--- config.mk ---
export PLATFORM = sky130hd
export DESIGN_NAME = motor_speed_ctrl
export DESIGN_NICKNAME = d
export VERILOG_FILES = /design/src/rtl/motor_speed_ctrl.sv
export SDC_FILE = /design/constraint.sdc
export NUM_CORES = 1
export LEC_CHECK = 0
export ABC_AREA = 0
export ABC_CLOCK_PERIOD_IN_PS = 3300
export CAP_MARGIN = 10
export CORE_MARGIN = 10
export CORE_UTILIZATION = 34
export CTS_CLUSTER_DIAMETER = 200
export DETAILED_ROUTE_END_ITERATION = 12
export GPL_TIMING_DRIVEN = 0
export PLACE_DENSITY_LB_ADDON = 0.1
export SETUP_SLACK_MARGIN = 0.2
export SYNTH_ARGS = -nofsm -noshare
export SYNTH_HDL_FRONTEND = slang
export SYNTH_SLANG_ARGS = --single-unit
--- constraint.sdc ---
create_clock -name clk -period 3.3 [get_ports clk]
set_input_delay 0.33 -clock clk [delete_from_list [all_inputs] [get_ports clk]]
set_output_delay 0.33 -clock clk [all_outputs]
set_load 0.05 [all_outputs]
--- src/rtl/motor_speed_ctrl.sv ---
// Motor speed-level controller: switch synchronisers, start/stop sequencer, PWM and 7-segment display.
// Optional soft start/stop ramp enabled by defining SOFT_START_EN.
module motor_speed_ctrl #(
    parameter int unsigned PWM_STEP    = 10,
    parameter int unsigned START_LEVEL = 5,
    parameter int unsigned RAMP_CYCLES = 50000
) (
    input  logic       clk,
    input  logic       rst,
    input  logic       swt_start_stop,
    input  logic       swt_increase,
    input  logic       swt_decrease,
    output logic       motor_pwm,
    output logic       motor_running,
    output logic [3:0] level,
    output logic [6:0] display
);

    localparam int unsigned PERIOD    = 10 * PWM_STEP;
    localparam int unsigned CW        = (PERIOD > 1) ? $clog2(PERIOD) : 1;
    localparam logic [3:0]  LVL_START = 4'(START_LEVEL);
    localparam logic [3:0]  LVL_MAX   = 4'd9;

    localparam logic [1:0] ST_STANDBY  = 2'd0;
    localparam logic [1:0] ST_RUN      = 2'd2;
`ifdef SOFT_START_EN
    localparam logic [1:0] ST_STARTING = 2'd1;
    localparam logic [1:0] ST_STOPPING = 2'd3;
    localparam int unsigned RW = (RAMP_CYCLES > 1) ? $clog2(RAMP_CYCLES) : 1;
`endif

    if (START_LEVEL < 1 || START_LEVEL > 9) begin : g_bad_start_level
        $error("START_LEVEL must be in 1..9");
    end
    if (PWM_STEP < 1 || RAMP_CYCLES < 1) begin : g_bad_step
        $error("PWM_STEP and RAMP_CYCLES must be at least 1");
    end

    logic [2:0] sync1, sync2;
    logic       inc_prev, dec_prev;
    logic       run_req, inc_evt, dec_evt;
    logic [1:0] state, state_next;
    logic [3:0] level_next;
    logic [CW-1:0] pwm_cnt;
    logic [CW-1:0] duty_thr;
    logic [3:0]    duty_q;
    logic          pwm_wrap;
`ifdef SOFT_START_EN
    logic [RW-1:0] ramp_cnt, ramp_cnt_next;
    logic          ramp_tick;
    assign ramp_tick = (ramp_cnt == RW'(RAMP_CYCLES - 1));
`endif

    // Bit order {start_stop, increase, decrease}; events are rising edges of the synchronised value
    assign run_req = sync2[2];
    assign inc_evt = sync2[1] & ~inc_prev;
    assign dec_evt = sync2[0] & ~dec_prev;

    always_comb begin
        state_next = state;
        level_next = level;
`ifdef SOFT_START_EN
        ramp_cnt_next = ramp_cnt + RW'(1);
`endif
        case (state)
            ST_STANDBY: begin
                level_next = 4'd0;
                if (run_req) begin
`ifdef SOFT_START_EN
                    state_next = ST_STARTING;
`else
                    state_next = ST_RUN;
                    level_next = LVL_START;
`endif
                end
            end
            ST_RUN: begin
                if (!run_req) begin
`ifdef SOFT_START_EN
                    state_next = ST_STOPPING;
`else
                    state_next = ST_STANDBY;
                    level_next = 4'd0;
`endif
                end else if (inc_evt && !dec_evt) begin
                    if (level < LVL_MAX) level_next = level + 4'd1;
                end else if (dec_evt && !inc_evt) begin
                    if (level != 4'd0) level_next = level - 4'd1;
                end
            end
`ifdef SOFT_START_EN
            ST_STARTING: begin
                if (!run_req) begin
                    state_next = ST_STOPPING;
                end else if (level >= LVL_START) begin
                    state_next = ST_RUN;
                end else if (ramp_tick) begin
                    level_next = level + 4'd1;
                    if (level + 4'd1 == LVL_START) state_next = ST_RUN;
                end
            end
            ST_STOPPING: begin
                if (run_req) begin
                    state_next = ST_STARTING;
                end else if (level == 4'd0) begin
                    state_next = ST_STANDBY;
                end else if (ramp_tick) begin
                    level_next = level - 4'd1;
                    if (level == 4'd1) state_next = ST_STANDBY;
                end
            end
`endif
            default: begin
                state_next = ST_STANDBY;
                level_next = 4'd0;
            end
        endcase
`ifdef SOFT_START_EN
        if (ramp_tick || state_next != state) ramp_cnt_next = '0;
`endif
    end

    always_ff @(posedge clk or posedge rst) begin
        if (rst) begin
            sync1         <= '0;
            sync2         <= '0;
            inc_prev      <= 1'b0;
            dec_prev      <= 1'b0;
            state         <= ST_STANDBY;
            level         <= 4'd0;
            motor_running <= 1'b0;
`ifdef SOFT_START_EN
            ramp_cnt      <= '0;
`endif
        end else begin
            sync1         <= {swt_start_stop, swt_increase, swt_decrease};
            sync2         <= sync1;
            inc_prev      <= sync2[1];
            dec_prev      <= sync2[0];
            state         <= state_next;
            level         <= level_next;
            motor_running <= (state_next != ST_STANDBY);
`ifdef SOFT_START_EN
            ramp_cnt      <= ramp_cnt_next;
`endif
        end
    end

    // Duty is only reloaded at the period wrap so a period is never cut short or stretched
    assign pwm_wrap = (pwm_cnt == CW'(PERIOD - 1));
    assign duty_thr = CW'(duty_q * PWM_STEP);

    always_ff @(posedge clk or posedge rst) begin
        if (rst) begin
            pwm_cnt   <= '0;
            duty_q    <= 4'd0;
            motor_pwm <= 1'b0;
        end else begin
            motor_pwm <= (pwm_cnt < duty_thr);
            if (pwm_wrap) begin
                pwm_cnt <= '0;
                duty_q  <= level;
            end else begin
                pwm_cnt <= pwm_cnt + CW'(1);
            end
        end
    end

    // Active-low segments, bit order gfedcba
    always_comb begin
        case (level)
            4'd0:    display = 7'b1000000;
            4'd1:    display = 7'b1111001;
            4'd2:    display = 7'b0100100;
            4'd3:    display = 7'b0110000;
            4'd4:    display = 7'b0011001;
            4'd5:    display = 7'b0010010;
            4'd6:    display = 7'b0000010;
            4'd7:    display = 7'b1111000;
            4'd8:    display = 7'b0000000;
            4'd9:    display = 7'b0010000;
            default: display = 7'b0111111;
        endcase
    end

endmodule

==> metrics.txt <==
top cell type's share of synthesized area=0.450; most frequent cells in the layout=27 x dfrtp_1, 17 x clkdlybuf4s50_1, 15 x nand2_1, 15 x ha_1; Pleak=0.000758 uW; post-CTS sizing=0; routed wire length=2.98 mm; critical path required time=2.97 ns; Synth Warn #=0; main area contributors after synthesis=dfrtp_1 45%, ha_1 13%, nand2_1 3.8%; worst flop-to-flop path startpoint=duty_q[3]$_DFFE_PP0N_; max-cap violation count=0; crit-path max FO=9; design area=1780 um^2; RSZ-0062 raised after global routing=no; asr flop ratio synth=1.00; Routability Congestion=0.836; Clock Sinks=27; R2R depth=7; Setup crit end kind=output pin; Worst Path Buf+Inv=2; Max VDD drop=0.155 mV; vias per cell=5.11; CP startpoint kind=flop; I/O Buffers=17; CTS hold repair buffers=0; layout filler cell count=449; worst hold-check path type=flop to flop; #FFs+latches synth=27; CTS tree=built; vias in the first global route=1189; Area after DPL=1740 um^2; Slew @ Worst Pin=1.01 ns; die width=86.5 um; area of the multi-input gates=759 um^2; setup tns final=0 ns; final worst path period need=2.76 ns; IO Count=18; Synth Net Count=169; all-layer global routing usage=0.0855; final setup violation count=0; R2R setup slack=1.12 ns; worst-skew pair later-pin latency=0.27 ns; Clock transition at path regs=0.09 ns; Antenna Diode Count=0; Final nets=191; Highest Clock Rate=362 MHz; Synth Area per Inst=10.1 um^2; P&R area growth vs syn=18.7%; Inst Count DP=217; Setup CP Type=flop to output pin; Post-Syn Instances=148; area of the mapped netlist=1500 um^2; Pins Over Slew Limit=0; Final ANT Viol Nets=0; post-synthesis sequential area ratio=0.450; Distinct cells, synth=38; TritonRoute pass-1 iters=4; Post-DP HPWL=2.31 mm; # rows=24; core area=4320 um^2; FF+latch area=676 um^2; period utilization=0.837; commonest non-fill, non-tap cell in the layout=dfrtp_1; Arr. time, crit path=2.43 ns; first-pass GRT wire length=5.41 mm; area leader, netlist=dfrtp_1; Max Root-Sink Buffers=2; CP max-delay cell=clkdlybuf4s50_1; DRC violation count after routing=0; Slew HR=0.327; Num CTS Buffers=3; total global routing overflow=0; Die Y=86.5 um; critical path's top delay family=buffers and inverters; layout cell share with drive strength beyond 1=0.0769; Hold Path Depth=0; Final Non-Filler Cells=221; initial drt markers=23; worst min-delay path endpoint=sync2[1]$_DFF_PP0_; largest net degree at the start of global routing=28; Clock Tree Root=clkbuf_8; final hold vios=0; Post-synth EDFFs=0; Vias=1129; top_reg_cell synth=dfrtp_1; initial core utilization=0.347; RR Endpoint=motor_pwm$_DFF_PP0_; CP cell instances=inv_1 -> ha_1 -> or2_2 -> a21oi_1 -> a31oi_1 -> clkdlybuf4s50_1; Power per Cell Area=369 nW/um^2; worst hold start=sync1[1]$_DFF_PP0_; CP peak stage delay=0.72 ns; # Post-CTS Setup Buffers=0; Final Core Density=0.412; post-DR wirelength/cell=13.5 um; H-Tree Depth=1; initial antenna violation count=0; clock skew=0.00378 ns; die area=7470 um^2; run status=completed
==> power breakdown <==
group	leakage [uW]	total (uW)	internal, uW	switching, uW
Combinational	0.000398	119	40.9	78.2
Sequential	0.000337	349	340	9.80
Clock	0.0000228	189	86.5	102
Total	0.000758	657	467	190
==> worst reg2reg max path, delay by kind of cell (launching register included) <==
family,cells,cell delay (ns)
compound gates,1,0.29
simple gates,1,0.06
flops,1,0.42
fa+ha+maj,4,1.18
xor+xnor,1,0.14
==> cell type report <==
cell class                      count  area share
Multi-Input combinational cell    106       0.426
Tap cell                           52      0.0365
Sequential cell                    27       0.379
Inverter                           10      0.0211
Timing Repair Buffer               17      0.0955
Buffer                              5      0.0162
Clock buffer                        4      0.0253
==> layer usage <==
layer  vias to the layer above  routed length, um  share of wire  global-route usage
li1                        556                  -              -                   -
met1                       545               1360           0.46               0.108
met2                        23               1400           0.47               0.135
met3                         5                184          0.062              0.0253
met4                         0                 38          0.013              0.0295
met5                         -                  0              0                   0
==> sequential cells by signal (all words and copies together) (netlist names) <==
signal / flops
dec_prev: 1
duty_q: 4
inc_prev: 1
level: 4
motor_pwm: 1
motor_running: 1
pwm_cnt: 7
state: 2
sync1: 3
sync2: 3
==> stage by stage <==
stage               hold slack, ns  setup slack (ns)  total power (uW)
floorplan                    0.331             0.573               436
global placement             0.333             0.838               474
detailed placement           0.338             0.815               477
CTS                          0.359             0.507               666
global route                 0.378             0.374               693
finish                       0.358             0.538               657
==> logic make-up after synthesis <==
logic type / synth area share
buffers and inverters: 0.0442
and+or+nand+nor: 0.173
DFF: 0.450
xor gates and xnor gates: 0.0233
other: 0.00250
muxes: 0.0425
adders and majority gates: 0.138
AOI/OAI and AO/OA: 0.127
==> worst max path at each step <==
stage | startpoint | to | slack [ns] | depth (start not counted)
after floorplan | level[1]$_DFFE_PP0P_ | display[5] | 0.57 | 5
after global placement | level[0]$_DFFE_PP0P_ | display[5] | 0.84 | 6
after detailed placement | level[1]$_DFFE_PP0P_ | display[0] | 0.82 | 6
after CTS | level[1]$_DFFE_PP0P_ | display[0] | 0.51 | 6
after global routing | level[1]$_DFFE_PP0P_ | display[5] | 0.37 | 6
final | level[1]$_DFFE_PP0P_ | display[0] | 0.54 | 6
==> cell usage after synthesis, types with 2 or more instances <==
library cell and number:
a21oi_1 6, a31oi_1 3, clkbuf_1 2, clkbuf_2 2
dfrtp_1 27, ha_1 15, inv_1 10, mux2_2 3
mux2i_1 3, nand2_1 15, nand2b_1 2, nand3_1 6
nand4_1 3, nor2_1 10, nor2b_1 4, o211ai_1 2
o21ai_0 10, or3_1 2, xnor2_1 4
Power figures use the tool's default switching activity.
